--- src/rtl/fast_vram_pkg.sv ---
// fast_vram_pkg
// Shared definitions for the fast VRAM arbiter slice:
//   - default address/data widths of the 2K x 16 fast VRAM
//   - slot numbers of the 4-slot access round
//   - grant encoding naming which requester owns the memory port
package fast_vram_pkg;

  localparam int ADDR_W_DEF = 11;
  localparam int DATA_W_DEF = 16;

  localparam logic [1:0] SLOT_REND  = 2'd0;
  localparam logic [1:0] SLOT_PARSE = 2'd1;
  localparam logic [1:0] SLOT_ACTRD = 2'd2;
  localparam logic [1:0] SLOT_CPU   = 2'd3;

  typedef enum logic [2:0] {
    GNT_NONE  = 3'd0,
    GNT_REND  = 3'd1,
    GNT_PARSE = 3'd2,
    GNT_ACTWR = 3'd3,
    GNT_ACTRD = 3'd4,
    GNT_CPU   = 3'd5
  } grant_t;

  // True for grants whose completion returns read data to an engine.
  function automatic logic is_engine_read(input grant_t g);
    return (g == GNT_REND) || (g == GNT_PARSE) || (g == GNT_ACTRD);
  endfunction

endpackage

--- src/rtl/fast_vram_slot_seq.sv ---
// fast_vram_slot_seq
// 3-bit {slot, phase} counter for the fast VRAM round (4 slots x 2 phases).
// SYNC forces slot 0 phase A on the next edge from any position.
// Ports:
//   clk, rst        master clock, asynchronous active-high reset
//   sync            one-cycle realign pulse
//   slot, ph        current slot number and phase (0 = A, 1 = B)
//   phase_a_start   the coming edge enters a phase A
//   phase_b_end     the coming edge ends a phase B
//   next_slot       slot that the coming edge enters
module fast_vram_slot_seq
  import fast_vram_pkg::*;
(
  input  logic       clk,
  input  logic       rst,
  input  logic       sync,
  output logic [1:0] slot,
  output logic       ph,
  output logic       phase_a_start,
  output logic       phase_b_end,
  output logic [1:0] next_slot
);

  logic [2:0] cnt;

  always_ff @(posedge clk or posedge rst) begin
    if (rst)       cnt <= 3'd0;
    else if (sync) cnt <= 3'd0;
    else           cnt <= cnt + 3'd1;
  end

  assign slot = cnt[2:1];
  assign ph   = cnt[0];

  // Leaving phase B always lands in a phase A; SYNC lands in slot 0 phase A.
  assign phase_a_start = sync | cnt[0];
  assign phase_b_end   = cnt[0];
  assign next_slot     = sync ? SLOT_REND : (cnt[2:1] + 2'd1);

endmodule

--- src/rtl/fast_vram_arbiter.sv ---
// fast_vram_arbiter
// Time-slot arbiter sharing the single fast VRAM port between the renderer
// read (slot 0), active-list write / Y-parse read (slot 1), active-list read
// (slot 2) and the CPU (slot 3, plus idle engine slots when CPU_STEAL=1).
// Ports:
//   CLK_24M, RESET, SYNC            clock, async active-high reset, realign
//   REND/PARSE/ACTWR/ACTRD_*        engine level requests with address/data
//   CPU_REQ/WE/ADDR/WDATA           one-cycle CPU request pulse and payload
//   CPU_BUSY/ACK/ERR                CPU pending flag, completion, overrun
//   RDATA, *_VALID, ACTWR_DONE      captured read data and completion strobes
//   SLOT                            current slot number
//   FVRAM_ADDR/DATA_OUT/DATA_IN/CWE memory interface (CWE active-low)
module fast_vram_arbiter
  import fast_vram_pkg::*;
#(
  parameter int ADDR_W    = ADDR_W_DEF,
  parameter int DATA_W    = DATA_W_DEF,
  parameter int CPU_STEAL = 1
) (
  input  logic              CLK_24M,
  input  logic              RESET,
  input  logic              SYNC,
  input  logic              REND_REQ,
  input  logic [ADDR_W-1:0] REND_ADDR,
  input  logic              PARSE_REQ,
  input  logic [ADDR_W-1:0] PARSE_ADDR,
  input  logic              ACTWR_REQ,
  input  logic [ADDR_W-1:0] ACTWR_ADDR,
  input  logic [DATA_W-1:0] ACTWR_DATA,
  input  logic              ACTRD_REQ,
  input  logic [ADDR_W-1:0] ACTRD_ADDR,
  input  logic              CPU_REQ,
  input  logic              CPU_WE,
  input  logic [ADDR_W-1:0] CPU_ADDR,
  input  logic [DATA_W-1:0] CPU_WDATA,
  output logic              CPU_BUSY,
  output logic              CPU_ACK,
  output logic              CPU_ERR,
  output logic [DATA_W-1:0] RDATA,
  output logic              REND_VALID,
  output logic              PARSE_VALID,
  output logic              ACTRD_VALID,
  output logic              ACTWR_DONE,
  output logic [1:0]        SLOT,
  output logic [ADDR_W-1:0] FVRAM_ADDR,
  input  logic [DATA_W-1:0] FVRAM_DATA_IN,
  output logic [DATA_W-1:0] FVRAM_DATA_OUT,
  output logic              CWE
);

  logic       ph;
  logic       phase_a_start;
  logic       phase_b_end;
  logic [1:0] next_slot;

  fast_vram_slot_seq u_slot_seq (
    .clk           (CLK_24M),
    .rst           (RESET),
    .sync          (SYNC),
    .slot          (SLOT),
    .ph            (ph),
    .phase_a_start (phase_a_start),
    .phase_b_end   (phase_b_end),
    .next_slot     (next_slot)
  );

  grant_t            grant_q;
  grant_t            grant_d;
  logic              wr_q;
  logic              wr_d;
  logic [ADDR_W-1:0] addr_d;
  logic [DATA_W-1:0] wdata_d;

  logic              cpu_pending;
  logic              cpu_we_q;
  logic [ADDR_W-1:0] cpu_addr_q;
  logic [DATA_W-1:0] cpu_wdata_q;

  logic              cpu_accept;
  logic              cpu_completing;
  logic              cpu_avail;
  logic              cpu_eff_we;
  logic [ADDR_W-1:0] cpu_eff_addr;
  logic [DATA_W-1:0] cpu_eff_wdata;
  logic              owner_idle;
  logic              cpu_eligible;

  assign cpu_accept     = CPU_REQ && !cpu_pending;
  assign cpu_completing = phase_b_end && (grant_q == GNT_CPU);

  // A request arriving on a granting edge is usable immediately, so the
  // payload bypasses the latch until it is held. A pending access whose
  // completion is happening on this edge must not win a second slot.
  assign cpu_avail     = (cpu_pending && !cpu_completing) || cpu_accept;
  assign cpu_eff_we    = cpu_pending ? cpu_we_q    : CPU_WE;
  assign cpu_eff_addr  = cpu_pending ? cpu_addr_q  : CPU_ADDR;
  assign cpu_eff_wdata = cpu_pending ? cpu_wdata_q : CPU_WDATA;

  always_comb begin
    owner_idle = 1'b1;
    case (next_slot)
      SLOT_REND:  owner_idle = !REND_REQ;
      SLOT_PARSE: owner_idle = !(ACTWR_REQ || PARSE_REQ);
      SLOT_ACTRD: owner_idle = !ACTRD_REQ;
      default:    owner_idle = 1'b1;
    endcase
  end

  assign cpu_eligible = cpu_avail &&
                        ((next_slot == SLOT_CPU) || ((CPU_STEAL != 0) && owner_idle));

  // Grant selection for the slot being entered; address and write data
  // hold their previous values when nothing is granted.
  always_comb begin
    grant_d = GNT_NONE;
    wr_d    = 1'b0;
    addr_d  = FVRAM_ADDR;
    wdata_d = FVRAM_DATA_OUT;
    case (next_slot)
      SLOT_REND: begin
        if (REND_REQ) begin
          grant_d = GNT_REND;
          addr_d  = REND_ADDR;
        end
      end
      SLOT_PARSE: begin
        if (ACTWR_REQ) begin
          grant_d = GNT_ACTWR;
          addr_d  = ACTWR_ADDR;
          wdata_d = ACTWR_DATA;
          wr_d    = 1'b1;
        end else if (PARSE_REQ) begin
          grant_d = GNT_PARSE;
          addr_d  = PARSE_ADDR;
        end
      end
      SLOT_ACTRD: begin
        if (ACTRD_REQ) begin
          grant_d = GNT_ACTRD;
          addr_d  = ACTRD_ADDR;
        end
      end
      default: ;
    endcase
    if ((grant_d == GNT_NONE) && cpu_eligible) begin
      grant_d = GNT_CPU;
      addr_d  = cpu_eff_addr;
      wr_d    = cpu_eff_we;
      if (cpu_eff_we) wdata_d = cpu_eff_wdata;
    end
  end

  // A SYNC in phase A overwrites the in-flight grant, which abandons it.
  always_ff @(posedge CLK_24M or posedge RESET) begin
    if (RESET) begin
      grant_q        <= GNT_NONE;
      wr_q           <= 1'b0;
      FVRAM_ADDR     <= '0;
      FVRAM_DATA_OUT <= '0;
    end else if (phase_a_start) begin
      grant_q        <= grant_d;
      wr_q           <= wr_d;
      FVRAM_ADDR     <= addr_d;
      FVRAM_DATA_OUT <= wdata_d;
    end
  end

  // CWE goes low only for the phase B that follows a granted write phase A.
  always_ff @(posedge CLK_24M or posedge RESET) begin
    if (RESET) CWE <= 1'b1;
    else       CWE <= !(wr_q && !ph && !SYNC);
  end

  always_ff @(posedge CLK_24M or posedge RESET) begin
    if (RESET) begin
      RDATA       <= '0;
      REND_VALID  <= 1'b0;
      PARSE_VALID <= 1'b0;
      ACTRD_VALID <= 1'b0;
      ACTWR_DONE  <= 1'b0;
      CPU_ACK     <= 1'b0;
    end else begin
      REND_VALID  <= 1'b0;
      PARSE_VALID <= 1'b0;
      ACTRD_VALID <= 1'b0;
      ACTWR_DONE  <= 1'b0;
      CPU_ACK     <= 1'b0;
      if (phase_b_end) begin
        if (is_engine_read(grant_q) || ((grant_q == GNT_CPU) && !wr_q))
          RDATA <= FVRAM_DATA_IN;
        case (grant_q)
          GNT_REND:  REND_VALID  <= 1'b1;
          GNT_PARSE: PARSE_VALID <= 1'b1;
          GNT_ACTRD: ACTRD_VALID <= 1'b1;
          GNT_ACTWR: ACTWR_DONE  <= 1'b1;
          GNT_CPU:   CPU_ACK     <= 1'b1;
          default: ;
        endcase
      end
    end
  end

  // CPU front end: one outstanding access; a request while busy is dropped.
  always_ff @(posedge CLK_24M or posedge RESET) begin
    if (RESET) begin
      cpu_pending <= 1'b0;
      cpu_we_q    <= 1'b0;
      cpu_addr_q  <= '0;
      cpu_wdata_q <= '0;
      CPU_ERR     <= 1'b0;
    end else begin
      CPU_ERR <= CPU_REQ && cpu_pending;
      if (cpu_accept) begin
        cpu_pending <= 1'b1;
        cpu_we_q    <= CPU_WE;
        cpu_addr_q  <= CPU_ADDR;
        cpu_wdata_q <= CPU_WDATA;
      end else if (cpu_completing) begin
        cpu_pending <= 1'b0;
      end
    end
  end

  assign CPU_BUSY = cpu_pending;

endmodule

--- config.mk ---
export PLATFORM = sky130hd
export DESIGN_NAME = fast_vram_arbiter
export DESIGN_NICKNAME = d
export VERILOG_FILES = /design/src/rtl/fast_vram_pkg.sv /design/src/rtl/fast_vram_slot_seq.sv /design/src/rtl/fast_vram_arbiter.sv
export SDC_FILE = /design/constraint.sdc
export NUM_CORES = 1
export LEC_CHECK = 0
export CAP_MARGIN = 20
export CORE_MARGIN = 5
export CORE_UTILIZATION = 43
export CTS_CLUSTER_DIAMETER = 150
export DETAILED_ROUTE_END_ITERATION = 16
export MAX_ROUTING_LAYER = met4
export PLACE_DENSITY_LB_ADDON = 0.08
export REMOVE_ABC_BUFFERS = 1
export SYNTH_ARGS = -nofsm -noshare
export SYNTH_HDL_FRONTEND = slang
export SYNTH_SLANG_ARGS = --single-unit
--- constraint.sdc ---
create_clock -name CLK_24M -period 4 [get_ports CLK_24M]
set_input_delay 1 -clock CLK_24M [delete_from_list [all_inputs] [get_ports CLK_24M]]
set_output_delay 1 -clock CLK_24M [all_outputs]
set_load 0.005 [all_outputs]
# Word level (Yosys, flattened, before mapping)
# Cells that the tools add are included.
# W data, S select, Z words.
# op_classes
eq_ne	11
n_addsub	2
reduce_logical	30
n_mux	37
bitwise	1
# ops
op	count
$mux W16	5
$mux W11	6
$pmux W11 S3	1
$mux W1	17
$logic_and A1 B1 Y1	9
$logic_not A1 Y1	9
$mux W3	3
$pmux W3 S3	1
$eq A3 B2 Y1 const B	2
$eq A3 B3 Y1 const B	2
$logic_or A1 B1 Y1	6
$mux W2	3
$ne A3 B3 Y1 const B	2
$reduce_and A5 Y1	1
$eq A2 B2 Y1 const B	2
$ne A4 B4 Y1 const B	1
$reduce_bool A4 Y1	1
$add A3 B1 Y3 const B	1
$eq A3 B1 Y1 const B	1
$logic_not A3 Y1	1
$pmux W1 S3	1
$add A2 B1 Y2 const B	1
$eq A2 B1 Y1 const B	1
$logic_not A2 Y1	1
other kinds (3)	3
# word_totals
word_cells	98
in_bits	112
output_inout_bits	53
ff_bits	86

# Longest topological paths before layout
# logic_depth
depth_word	9
ltp_mapped	10
ltp_nobuf	9

# Hierarchy
# A second synthesis with hierarchy kept.
# hier_totals
hier_cells	360
hier_area_um2	4257.8
# modules_own_cells
module	area_each_um2	cells_each	n_inst	seq_area_each_um2
fast_vram_arbiter	4108.9	346	1	2078.2
fast_vram_slot_seq	148.9	14	1	75.1

# Worst setup path before layout
# OpenSTA, ideal clock, no wires.
# synth_timing
path_kind	input port to flip-flop
startpoint	input port SYNC
endpoint	register FVRAM_DATA_OUT[0]
setup_ns	0.126
n_path_buf	1
path_stages	8
arrival_time_ns	2.818
t_required_ns	3.874
setup_slack_ns	1.056
cell_sequence	nand2b_1 > ha_1 > nor3b_1 > o311ai_1 > a211o_1 > buf_2 > nor2_1 > a221o_1
# synth_between
elab_chain_cells	7
elab_cells_between_ends	15
cone_classes	eq/ne (3); mux (6); bitwise (1); reduce/logical (5)
# synth_lines
element	line_no	source
from (decl)	fast_vram_arbiter.sv:22	input logic SYNC,
$mux W2	fast_vram_slot_seq.sv:38	assign next_slot = sync ? SLOT_REND : (cnt[2:1] + 2'd1);
$eq A2 B2 Y1, or another cell as far along	fast_vram_arbiter.sv:101, fast_vram_arbiter.sv:119	
$pmux W1 S3	fast_vram_arbiter.sv:101	case (next_slot)
$logic_or A1 B1 Y1	fast_vram_arbiter.sv:110	((next_slot == SLOT_CPU) || ((CPU_STEAL != 0) && owner_idle));
$logic_and A1 B1 Y1	fast_vram_arbiter.sv:109	assign cpu_eligible = cpu_avail &&
$logic_and A1 B1 Y1	fast_vram_arbiter.sv:145	if ((grant_d == GNT_NONE) && cpu_eligible) begin
$mux W16	fast_vram_arbiter.sv:145	
to (signal assigned)	fast_vram_arbiter.sv:164	FVRAM_DATA_OUT <= wdata_d;
to (decl)	fast_vram_arbiter.sv:47	output logic [DATA_W-1:0] FVRAM_DATA_OUT,
# Several ways; a longest one is shown, not always the timed one.
# A chain may end at the register's enable or synchronous reset.

# Worst setup path after layout
# layout_timing
startpoint	input port SYNC
endpoint	register FVRAM_ADDR[10]
# layout_between
elab_chain_cells	8
elab_cells_between_ends	19
cone_classes	eq/ne (6); mux (5); bitwise (1); reduce/logical (7)
# layout_lines
element	line_no	source
$mux W2	fast_vram_slot_seq.sv:38	
$eq A2 B2 Y1, or another cell as far along	fast_vram_arbiter.sv:101, fast_vram_arbiter.sv:119	
$pmux W1 S3	fast_vram_arbiter.sv:101	
$logic_or A1 B1 Y1	fast_vram_arbiter.sv:110	
$logic_and A1 B1 Y1	fast_vram_arbiter.sv:109	
$logic_and A1 B1 Y1	fast_vram_arbiter.sv:145	
$ne A4 B4 Y1 (no line), or another cell as far along	-	
$reduce_and A5 Y1 (no line)	-	
to (signal assigned)	fast_vram_arbiter.sv:163	FVRAM_ADDR <= addr_d;
to (decl)	fast_vram_arbiter.sv:45	output logic [ADDR_W-1:0] FVRAM_ADDR,
# Several ways; a longest one is shown, not always the timed one.

==> summary.txt <==
Worst setup path
  – Crit-path slowest cell: nor2_1
  – Worst R2R Setup Slack: 1270 ps
  – WP data required: 4200 ps
  – CP cell instances: clkdlybuf4s50_1 -> nand2b_1 -> ha_1 -> nor3b_1 -> o311ai_1 -> buf_4 -> a21oi_1 -> nor2_1 -> a222oi_1
  – Worst reg2reg path depth: 9
  – Kind of critical path: input port to flop
  – Critical Path AT: 3550 ps
  – CP max FO: 11
  – Startpoint types: input port
  – Critical path's largest stage delay: 640 ps
  – Top delay family on crit path: simple AND/OR/NAND/NOR gates
  – Critical path endpoint category: flop
  – Crit path buf inv count: 2
  – Worst r2r src: u_slot_seq.cnt[1]
  – R2r endpoint: FVRAM_ADDR[10]

Timing
  – Setup TNS: 0 ps
  – Worst setup margin: 646 ps
  – # setup viols final: 0
  – Hold Slack: 435 ps
  – Fin crit share: 83.9%
  – RSZ-0062 raised after global routing: false
  – Worst-margin pin slew: 800 ps
  – Max-Slew Margin vs Limit: 46.5%
  – Setup Skew: 14.7 ps
  – Final count of hold timing violations: 0
  – Crit path time final: 3350 ps
  – Fmax: 298 MHz
  – Final Max Tran Viols: 0

Global routing
  – First-pass GRT wire length: 17900 µm
  – GRT Total Usage: 20.2%
  – Initial antenna violation count: 0
  – Total global routing overflow: 0
  – Pin count of the biggest net entering global routing: 51
  – Vias in the first global route: 3569

CTS
  – Post-CTS setup buffer count: 0
  – # hold bufs at CTS: 0
  – CTS resizes: 0
  – Skew-Pair Late Insertion Delay: 360 ps
  – CTS max path bufs: 2
  – TritonCTS buffer count: 9
  – Reg clk slew, reported paths: 90 ps
  – Root Driver: clkbuf_8
  – CTS tree: built
  – Clock sinks: 86
  – H-Tree Level Count: 3

Finish
  – Syn-to-layout area delta: 50.0%
  – Fillcell total: 760
  – Antenna diode count: 0
  – Post-route design area: 6130 µm²
  – Layout cell share with drive strength beyond 1: 18.6%
  – Final nets: 612

Placement
  – RePlAce Congestion: 0.774
  – Dpl ws: 337 ps
  – Port buffer count: 164
  – Placement Cell Area: 5910 µm²
  – HPWL Detailed: 8350 µm

Worst hold path
  – Hold WC Path Type: flop to flop
  – Hold Startpoint: wr_q
  – Worst-case hold path end point: CWE
  – Hold Path Depth: 1

Power and ir drop
  – PD cells: 561 nW/µm²
  – Power Total: 0.00344 W
  – LEAKAGE: 2.73 nW
  – Peak supply drop: 357 µV

Routing
  – WL per Instance: 17.5 µm
  – Routed vias/inst: 5.34
  – Pre-antenna DRT Iters: 4
  – Routed wl met2: 5680 µm
  – DRC errors left: 0
  – Vias post-DR: 3362
  – Top layer in use: met4
  – Metal3 WL: 701 µm
  – WL final: 11000 µm
  – First DRT Iteration DRCs: 133
  – Routed Antenna Nets: 0
  – Met1 wire length: 4410 µm

Yosys
  – Synth Flop Type: dfrtp_1
  – Count of unique library cells instantiated by Yosys: 37
  – Yosys reg bits: 86
  – Synth cell count leaders: dfrtp_1, mux2_2, a221o_1, mux2i_1, nor2_1
  – Post-synth EDFFs: 0
  – Post-synthesis cell area: 4090 µm²
  – Ys async rst share: 100%
  – Sequential area share after synthesis: 52.7%
  – Syn Inst Count: 328
  – Share of the synthesized area in the top cell type: 52.1%
  – Ys Warns: 0
  – Synth area leaders: dfrtp_1, mux2_2, a221o_1
  – Top cell type by total area after synthesis: dfrtp_1
  – Mapped Avg Cell Area: 12.5 µm²
  – Count leader, synth: dfrtp_1

Floorplanning
  – Core Box Area: 9240 µm²
  – Rows: 35
  – I/O pins: 165
  – Die Wd: 107 µm
  – Initial Util: 44.2%
  – Die Ht: 107 µm
  – Total Die Area: 11500 µm²

Flow run
  – Max cap viols: 0

Run status
  – Outcome: complete, no violations
[power by group]
part	switching, W	internal, W
registers	0.000210	0.00123
logic	0.000453	0.000877
clock network	0.000315	0.000351
[cell families after synthesis]
| family | count (synthesis) | share of synthesized area [%] |
|---|---|---|
| flip-flops | 86 | 52.7 |
| buffers and inverters | 36 | 3.58 |
| XOR/XNOR | 2 | 0.429 |
| AO/OA/AOI/OAI | 66 | 13.7 |
| multiplexers | 84 | 22.3 |
| adder cells (fa/ha/maj) | 4 | 1.23 |
| AND/OR/NAND/NOR | 50 | 6.03 |
[per-stage QoR]
step	util [%]	std cells
6_report	66.3	629
5_1_grt	66.3	629
4_1_cts	66.3	629
3_5_place_dp	64.0	614
3_3_place_gp	64.0	614
2_1_floorplan	-	308
[routing by layer]
metal | vias to the layer above | global-route usage (%)
met2 | 140 | 34.3
met4 | 0 | 5.41
met1 | 1647 | 24.0
li1 | 1560 | -
met3 | 15 | 4.98
met5 | - | -
[layout by cell type (no fill, tap or decap), types with 2 or more instances in the layout]
cell type,Yosys,layout
clkdlybuf4s50_1,0,164
a222oi_1,11,11
nand2_1,12,12
mux2i_1,27,27
nand2b_1,2,2
and4bb_2,2,2
clkbuf_8,0,9
nand3_1,2,2
bufinv_16,0,2
nor2b_1,3,3
a211o_1,2,2
nor2_1,22,22
a221o_1,27,27
mux2_2,57,57
dfrtp_1,85,84
ha_1,4,4
inv_1,15,14
buf_4,0,12
a21oi_1,5,5
o21ai_0,14,14
clkinvlp_4,0,2
nor3b_1,2,2
[state kept, by name, indices dropped and copies added (netlist names), 3 cells and up]
signal / flops
grant_q: 3
FVRAM_DATA_OUT: 16
u_slot_seq.cnt: 3
RDATA: 16
FVRAM_ADDR: 11
cpu_wdata_q: 16
cpu_addr_q: 11
[cell type report]
class / instances / area, µm² / share of cell area, %
tap: 129 / 161 / 2.63
sequential: 86 / 2150 / 35.2
clock buffer: 10 / 128 / 2.08
timing repair buffer: 177 / 1750 / 28.6
clock inverter: 5 / 83.8 / 1.37
multi-input combinational: 206 / 1790 / 29.1
inverter: 16 / 61.3 / 1.00
[worst max path at each step]
| stage | depth (start not counted) | slack (ps) | end | from |
|---|---|---|---|---|
| 2_1_floorplan | 7 | 750 | FVRAM_DATA_OUT[0] | SYNC |
| 3_5_place_dp | 9 | 340 | FVRAM_ADDR[5] | SYNC |
| 3_3_place_gp | 9 | 440 | FVRAM_ADDR[1] | SYNC |
| 6_report | 9 | 650 | FVRAM_ADDR[10] | SYNC |
| 5_1_grt | 9 | 450 | FVRAM_ADDR[6] | SYNC |
| 4_1_cts | 9 | 690 | FVRAM_ADDR[5] | SYNC |
Power figures use the tool's default switching activity.
